<file path="src/rtl/mem_arbiter.sv">
// Round-robin arbiter sharing one fixed-latency single-port memory between
// the instruction-fill (I) and data load/store (D) requesters.
module mem_arbiter #(
    parameter int MEM_LATENCY = 4,
    parameter int ADDR_W      = 32,
    parameter int DATA_W      = 32
) (
    input  logic              clk,
    input  logic              reset,
    input  logic              i_req,
    input  logic [ADDR_W-1:0] i_addr,
    output logic              i_ready,
    output logic [DATA_W-1:0] i_rdata,
    input  logic              d_req,
    input  logic              d_we,
    input  logic [ADDR_W-1:0] d_addr,
    input  logic [DATA_W-1:0] d_wdata,
    output logic              d_ready,
    output logic [DATA_W-1:0] d_rdata,
    output logic              mem_en,
    output logic              mem_we,
    output logic [ADDR_W-1:0] mem_addr,
    output logic [DATA_W-1:0] mem_wdata,
    input  logic [DATA_W-1:0] mem_rdata,
    output logic              busy
);
    localparam int CNT_W = $clog2(MEM_LATENCY + 1);
    localparam logic [CNT_W-1:0] CNT_INIT = CNT_W'(MEM_LATENCY - 1);

    typedef enum logic [1:0] {IDLE, ACCESS, RESP} state_t;

    state_t           state;
    logic [CNT_W-1:0] cnt;
    logic             last_d;
    logic             owner_d;
    logic             grant_d;

    // D wins when it is alone, or on a tie when I was served last.
    assign grant_d = d_req & (~i_req | ~last_d);

    // The latched mem_addr/mem_we/mem_wdata registers double as the
    // memory-side outputs, so mid-access input changes cannot leak through.
    always_ff @(posedge clk or posedge reset) begin
        if (reset) begin
            state     <= IDLE;
            cnt       <= '0;
            last_d    <= 1'b1;
            owner_d   <= 1'b0;
            i_ready   <= 1'b0;
            d_ready   <= 1'b0;
            i_rdata   <= '0;
            d_rdata   <= '0;
            mem_en    <= 1'b0;
            mem_we    <= 1'b0;
            mem_addr  <= '0;
            mem_wdata <= '0;
            busy      <= 1'b0;
        end else begin
            i_ready <= 1'b0;
            d_ready <= 1'b0;
            case (state)
                IDLE: begin
                    if (i_req || d_req) begin
                        owner_d   <= grant_d;
                        last_d    <= grant_d;
                        mem_addr  <= grant_d ? d_addr : i_addr;
                        mem_we    <= grant_d & d_we;
                        mem_wdata <= grant_d ? d_wdata : '0;
                        cnt       <= CNT_INIT;
                        mem_en    <= 1'b1;
                        busy      <= 1'b1;
                        state     <= ACCESS;
                    end
                end
                ACCESS: begin
                    if (cnt == '0) begin
                        mem_en <= 1'b0;
                        state  <= RESP;
                        if (owner_d) begin
                            d_ready <= 1'b1;
                            if (!mem_we) d_rdata <= mem_rdata;
                        end else begin
                            i_ready <= 1'b1;
                            i_rdata <= mem_rdata;
                        end
                    end else begin
                        cnt <= cnt - 1'b1;
                    end
                end
                RESP: begin
                    busy  <= 1'b0;
                    state <= IDLE;
                end
                default: state <= IDLE;
            endcase
        end
    end
endmodule

</file>
<file path="config.mk">
export PLATFORM = sky130hd
export DESIGN_NAME = mem_arbiter
export DESIGN_NICKNAME = d
export VERILOG_FILES = /design/src/rtl/mem_arbiter.sv
export SDC_FILE = /design/constraint.sdc
export NUM_CORES = 1
export LEC_CHECK = 0
export BUFFER_PORTS_ARGS = -buffer_cell sky130_fd_sc_hd__buf_4
export CAP_MARGIN = 20
export CORE_AREA = 4 4 115 117
export CTS_CLUSTER_DIAMETER = 40
export DETAILED_ROUTE_END_ITERATION = 16
export DIE_AREA = 0 0 119 121
export HOLD_SLACK_MARGIN = 0.06
export PLACE_DENSITY = 0.79
export SYNTH_ARGS = -nofsm -noshare
export SYNTH_HDL_FRONTEND = slang
export SYNTH_SLANG_ARGS = --single-unit
</file>
<file path="constraint.sdc">
create_clock -name clk -period 5.7 [get_ports clk]
set_input_delay 1.14 -clock clk [delete_from_list [all_inputs] [get_ports clk]]
set_output_delay 1.14 -clock clk [all_outputs]
set_load 0.01 [all_outputs]
</file>
# Word level (Yosys, flattened, before mapping)
# Index checks and enable logic that the tools add are counted.
[word_totals] reg_bits=140 out_inout_bits=133
[op_classes] reduce_logical=12 eq_ne=5 muxes=18 add_sub_neg=1 bitwise_logic=7
[ops] cell="$mux W32" n=2
[ops] cell="$reduce_and A3 Y1" n=3
[ops] cell="$mux W1" n=8
[ops] cell="$mux W3" n=2
[ops] cell="$ne A2 B2 Y1 const B" n=3
[ops] cell="$pmux W3 S2" n=1
[ops] cell="$reduce_and A2 Y1" n=3
[ops] cell="$mux W2" n=2
[ops] cell="$not A1 Y1" n=4
[ops] cell="$pmux W1 S2" n=2
[ops] cell="$pmux W2 S2" n=1
[ops] cell="$reduce_and A4 Y1" n=1
[ops] cell="$reduce_bool A2 Y1" n=2
[ops] cell="$logic_not A3 Y1" n=1
[ops] cell="$sub A3 B1 Y3 const B" n=1
[ops] cell="$and A1 B1 Y1" n=2
[ops] cell="$eq A2 B1 Y1 const B" n=1
[ops] cell="$eq A2 B2 Y1 const B" n=1
[ops] cell="$logic_not A2 Y1" n=1
[ops] cell="$logic_or A1 B1 Y1" n=1
[ops] cell="$or A1 B1 Y1" n=1

# Longest topological paths before layout
# Gate-level depths: netlist of the first run.
[depth] ltp_word=4 mapped_depth=7

# Least setup slack after synthesis of the first run
# No wires, ideal clock.
[synth_timing] path_type="input port to flip-flop" from="input port d_req" to="register mem_wdata[0]" slack_ns=3.517 arrival_time_ns=2.062 required_time_ns=5.579 cell_stages=6 cell_sequence="o21bai_1 > buf_4 > or2_1 > buf_2 > buf_6 > a22o_1"
[synth_between] elab_chain_cells=2 word_cells_on_any_way=4
[synth_lines] item="start, declared" line_no="14" source="input logic d_req,"
[synth_lines] item="$and A1 B1 Y1 / $logic_or A1 B1 Y1 (equally long branches)" line_no="39, 63"
[synth_lines] item="$mux W32 / $reduce_and A2 Y1 (equally long branches)"
[synth_lines] item="end signal, assigned" line_no="68" source="mem_wdata <= grant_d ? d_wdata : '0;"
[synth_lines] item="end, declared" line_no="23" source="output logic [DATA_W-1:0] mem_wdata,"
# Several ways; a longest one is shown, not always the timed one.
# A chain may end at the register's enable or synchronous reset.

# Worst setup path in the final report of the first run
[layout_timing] from="input port d_req" to="register mem_wdata[7]"
# Same word-level chain as after synthesis.

==> impl_metrics.toml, run 1 <==
[grt]
grt.overflow.total = 0
grt_pass1_vias = 4460
grtUsageTotal = 0.2001
grt_pass1_wl_mm = 22.91
grt_max_degree = 91
antenna_found_initial = 0

[sta]
rsz0062_at_grt = "no"
timing.fmax_ghz = 0.3818
worstMarginPinSlew_ps = 1026
max-slew-margin-rel = 0.3163
skew_ps = 12.72
final_max_slew_viol_count = 0
hold_viol = 0
fin_crit_sh = 0.4595
finalSetupViolCount = 0
fin_crit_ps = 2619
fin_tns_setup_ps = 0

[finish]
nets = 790
multi_input_area_sq_um = 1854
num_antenna_cells = 0
area_growth_pct = 48.69
nFillCells = 901
layout-drive-gt1-share = 0.5629
regArea_sq_um = 3505

[logic_synthesis]
yosys.cell_types.count = 31
yosysMostFrequentCell = "dfrtp_1"
synth-seq-area-share = 0.6323
synth_edf_count = 0
synth_nets = 529
postSynth.asyncResetShare = 1.000
synthCells = 394
syn_avg_cell_area_sq_um = 14.07
synth.cell_area_sq_um = 5543
ys.flop_type = "dfrtp_1"
yosys.area.top_type = "dfrtp_1"
synthTopCellsByArea = "dfrtp_1, mux2_2, a22o_1, a2bb2oi_1, a211oi_1"
yosys_warnings = 0
yosysTopAreaCellShare = 0.6275
synth-seq-cells = 140
ys_top_cells_by_count = "dfrtp_1, mux2_2, nand2_1"

[critical_path]
ff2ff_path_depth = 6
cp-start-kind = "input pin"
cp-end-kind = "flip-flop"
cp.arrival_ps = 2960
worstPathRequired_ps = 6040
r2r_end = "i_rdata[30]"
crit_fanout = 33
worstSetupPathType = "in2reg"
r2r-start = "cnt[0]"
r2r_slack_ps = 3350

[clock_tree]
cts-hold-fix-buffers = 0
cts.clk_slew.worst_paths_ps = 60
cts_sinks = 140
numCtsBuffers = 17
ctsResizeCount = 0
clk_path_buf_depth = 2
postCtsSetupBuffers = 0
root_buffer = "clkbuf_16"
cts_tree = "done"
clock_latency_ps = 410
htree_levels = 4

[drt]
drt_iter0_markers = 158
via_per_inst = 5.070
ant_nets = 0
wl_mm = 14.57
firstDrtPassIters = 4
wl_per_cell_microns = 17.35
vias = 4259
route.detailed.drc = 0

[power_and_ir_drop]
p_comb_frac = 0.408
p_switching_w = 0.001497
power_density_nw_per_um2 = 561.3
p_leak_nw = 4.034
p_seq_frac = 0.370
p_int_w = 0.003129
ir_worst_vdd_mv = 0.2683
clock_power_share = 0.222
swShare = 0.3237
power_w = 0.004626

[die]
die_y_microns = 121
die_area_sq_um = 14400
start_util = 0.4483
die_x_microns = 119
rows = 41
core_sq_um = 12360
io_pins = 266

[hold_path]
hold_path_end = "mem_en"
hp-start = "mem_en"
hp-class = "reg2reg"
holdPathStages = 2

[place]
place_congestion = 0.8196
io_buffers = 265
place_hpwl_mm = 10.54

[flow_run]
max_cap_violations = 0

[status]
status = "finished, final reports clean"
## layout make-up
| type | instances | share of cell area |
|---|---|---|
| clock buffers | 20 | 0.05420 |
| inverters | 7 | 0.003795 |
| well taps | 172 | 0.02611 |
| repair buffers | 273 | 0.2520 |
| flip-flops and latches | 140 | 0.4252 |
| multi-input cells | 216 | 0.2250 |
| clock inverters | 12 | 0.01366 |
## sequential cells by signal (all words and copies together) (netlist names)
signal / flops
i_ready: 1
last_d: 1
mem_en: 1
owner_d: 1
d_rdata: 32
mem_wdata: 32
mem_we: 1
cnt: 3
mem_addr: 32
d_ready: 1
i_rdata: 32
busy: 1
state: 2
## power by group through the flow
stage	Sequential, W	Clock [W]	Combinational, W
CTS	0.00171	0.00106	0.00191
global placement	0.00170	0	0.00185
finish	0.00171	0.00103	0.00189
floorplan	0.00188	0	0.000792
global route	0.00177	0.00110	0.00203
detailed placement	0.00172	0	0.00191
## logic make-up (layout without fill, tap and decap cells)
kind of cell / after synthesis / in the layout / synth area share
flip-flops: 140 / 140 / 0.6323
AO/OA/AOI/OAI: 106 / 106 / 0.1578
multiplexers: 65 / 65 / 0.1321
AND/OR/NAND/NOR: 43 / 43 / 0.03635
buffers and inverters: 38 / 312 / 0.03702
adder cells (fa/ha/maj): 2 / 2 / 0.004514
## per-layer routing
metal  wire [microns]  GRT usage  share of wire
met1             5782     0.2474           0.40
met2             7192     0.3250           0.49
met4              448    0.08834          0.031
met3             1147    0.06154          0.079
met5                0          0              0
## critical path, stage by stage
cell	delay (ps)
buf_4	100
a21bo_1	570
nor3_4	740
buf_8	250
a22o_1	150
## per-stage QoR
step | setup slack, ps | hold WS, ps | cell area, sq um | cells | utilization
floorplan | 808.8 | 460.0 | 5543 | 394 | -
global placement | 2498 | 470.3 | 7640 | 806 | 0.6180
detailed placement | 2648 | 474.6 | 7682 | 808 | 0.6214
CTS | 3081 | 493.3 | 8242 | 840 | 0.6666
global route | 2958 | 516.3 | 8242 | 840 | 0.6666
finish | 3081 | 487.8 | 8242 | 840 | 0.6666
## worst max-delay path by stage
stage | end | cells after the start | slack, ps | from
6_report | mem_wdata[7] | 5 | 3080 | d_req
5_1_grt | mem_wdata[0] | 5 | 2960 | d_req
4_1_cts | mem_wdata[7] | 5 | 3080 | d_req
3_5_place_dp | mem_wdata[20] | 5 | 2650 | d_req
3_3_place_gp | mem_wdata[3] | 4 | 2500 | i_req
2_1_floorplan | busy | 1 | 810 | reset
## cells in the final DEF (no fill, tap or decap), types with 2 or more instances in the layout
| cell | n |
|---|---|
| buf_4 | 271 |
| dfrtp_1 | 139 |
| mux2_2 | 65 |
| nand2_1 | 34 |
| a22o_1 | 33 |
| a211oi_1 | 32 |
| a2bb2oi_1 | 32 |
| clkbuf_16 | 17 |
| inv_1 | 6 |
| inv_6 | 5 |
| clkinv_2 | 3 |
| a21o_1 | 2 |
| ha_1 | 2 |
| clkbuf_1 | 2 |
| clkinv_4 | 2 |
| clkinvlp_4 | 2 |
No activity file was read; power rests on OpenSTA's default activity.
==> inputs of run 2 (changes only) <==
- ABC_AREA: default -> 1
- CORE_AREA: 4 4 115 117 -> 4 4 124 126
- DIE_AREA: 0 0 119 121 -> 0 0 128 130
- PLACE_DENSITY: 0.79 -> 0.76
- clock period: 5.7 -> 2.4 ns (I/O delays scaled with it)
==> impl_metrics.toml, run 2 <==
[critical_path]
cp_num_buf_inv = 3
worstSetupPathType = "reg2reg"
cp.arrival_ps = 2140
cpPeakStageDelay_ps = 430
path_cells = "inv_1 > ha_1 > ha_1 > inv_1 > nor2_1 > nand2_2 > inv_2 > nand2_1 > nand2_1"
cp-end-kind = "flip-flop"
worstPathRequired_ps = 2740
cpLargestDelayFamily = "buffers and inverters"
cp-start-kind = "flip-flop"
crit_fanout = 33
slowest_stage = "inv_2"

[finish]
final_util = 0.6100
layout_commonest_cell = "nand2_1"
num_antenna_cells = 0
nets = 1140
final_cell_mix = "nand2_1, buf_4, dfrtp_1"
layout-drive-gt1-share = 0.3134
area_growth_pct = 44.20

[sta]
rsz0062_at_grt = "no"
fin_crit_sh = 0.7500
skew_ps = 13.16
max-slew-margin-rel = 0.6057
fin_tns_setup_ps = 0
hold_viol = 0
fin_crit_ps = 1800
worstMarginPinSlew_ps = 590.6
finalSetupViolCount = 0
final_max_slew_viol_count = 0
timing.fmax_ghz = 0.5556

[clock_tree]
postCtsSetupBuffers = 0
clk_path_buf_depth = 2
numCtsBuffers = 17
ctsResizeCount = 0
cts_tree = "done"
clock_latency_ps = 410
root_buffer = "clkbuf_16"
cts_sinks = 140
cts.clk_slew.worst_paths_ps = 60
htree_levels = 4
cts-hold-fix-buffers = 0

[logic_synthesis]
yosys.cell_types.count = 17
synth.cell_area_sq_um = 6055
yosys_warnings = 0
synth-seq-cells = 140
syn_avg_cell_area_sq_um = 8.073
synthCells = 750
ys_top_cells_by_count = "nand2_1, dfrtp_1, nand3_1"
synthTopCellsByArea = "dfrtp_1, nand2_1, nand3_1, inv_1, buf_2"
synth-seq-area-share = 0.5788
postSynth.asyncResetShare = 1.000
yosys.area.top_type = "dfrtp_1"
yosysMostFrequentCell = "nand2_1"
ys.flop_type = "dfrtp_1"
synth_edf_count = 0
synth_nets = 885
yosysTopAreaCellShare = 0.5745

[die]
die_area_sq_um = 16640
rows = 44
die_y_microns = 130
core_sq_um = 14310
die_x_microns = 128
io_pins = 266
start_util = 0.4230

[grt]
grt_max_degree = 76
grtUsageTotal = 0.2019
grt.overflow.total = 0
grt_pass1_vias = 5538
grt_pass1_wl_mm = 27.12
antenna_found_initial = 0

[drt]
ant_nets = 0
vias = 5644
drt_iter0_markers = 354
route.detailed.drc = 0
wl_mm = 16.90
firstDrtPassIters = 4
via_per_inst = 4.696
wl_per_cell_microns = 14.06

[power_and_ir_drop]
ir_worst_vdd_mv = 0.5878
power_w = 0.01142
power_density_nw_per_um2 = 1309
p_leak_nw = 5.076

[status]
status = "finished, final reports clean"

[hold_path]
hp-class = "in2async"

[place]
place_congestion = 0.8505
io_buffers = 265
place_hpwl_mm = 11.99

[flow_run]
max_cap_violations = 0
-- run 2: cell count changes in the layout (fill, tap and decap cells not counted), moves of 4 or more --
cell / before / now
a2bb2oi_1: 32 / 0
nand2_2: 0 / 4
a22o_1: 33 / 0
nand2_1: 34 / 377
nand3_1: 0 / 102
inv_1: 6 / 74
mux2_2: 65 / 0
a211oi_1: 32 / 0
-- run 2: worst min-delay path: cells and delay by family --
family                 cells  cell delay (ps)
buffers and inverters      3              520
-- run 2: per-stage QoR --
stage,hold WS (ps),instances,instance area (sq um),worst slack [ps]
finish,197.8,1202,8731,600.1
detailed placement,459.2,1170,8155,539.0
global placement,454.1,1170,8155,571.6
floorplan,447.3,750,6058,171.7
global route,223.9,1202,8731,394.2
CTS,208.5,1202,8731,569.4
-- run 2: area by class of cell --
cell class                      instances  area, sq um
Clock buffer                           19        442.9
Clock inverter                         13        132.6
Fill cell                            1296         5583
Inverter                               78        296.5
Multi-Input combinational cell        493         2022
Sequential cell                       140         3505
Tap cell                              184        230.2
Timing Repair Buffer                  275         2102
-- run 2: worst paths after layout --
path / endpoint / slack (ps) / cells after the start / startpoint
worst max register to register: i_rdata[23] / 600 / 9 / cnt[0]
max in group asynchronous: last_d / 1820 / 3 / reset
worst min register to register: d_rdata[2] / 470 / 2 / d_rdata[2]
worst max-delay path: i_rdata[23] / 600 / 9 / cnt[0]
worst min-delay path: i_rdata[27] / 200 / 3 / reset
min in group clk: i_rdata[16] / 280 / 3 / mem_rdata[16]
-- run 2: layer usage --
| layer | up-vias | share of wire | track usage |
|---|---|---|---|
| met1 | 2612 | 0.42 | 0.2608 |
| li1 | 2783 | - | - |
| met2 | 231 | 0.48 | 0.3318 |
| met4 | 0 | 0.016 | 0.06492 |
| met3 | 18 | 0.091 | 0.05649 |
| met5 | - | 0 | 0 |
-- run 2: cells by family after synthesis --
logic type               after synthesis  synth area share
flip-flops                           140            0.5788
AO/OA/AOI/OAI                          1         0.0008258
AND/OR/NAND/NOR                      490            0.3290
adder cells (fa/ha/maj)                2          0.004132
buffers and inverters                117           0.08721
-- run 2: power by group --
part	switching (W)	internal, W	leakage, nW	total (W)
clock network	0.00106	0.00148	0.270	0.00255
registers	0.000655	0.00350	1.72	0.00416
logic	0.00255	0.00217	3.09	0.00472
total	0.00427	0.00716	5.08	0.0114
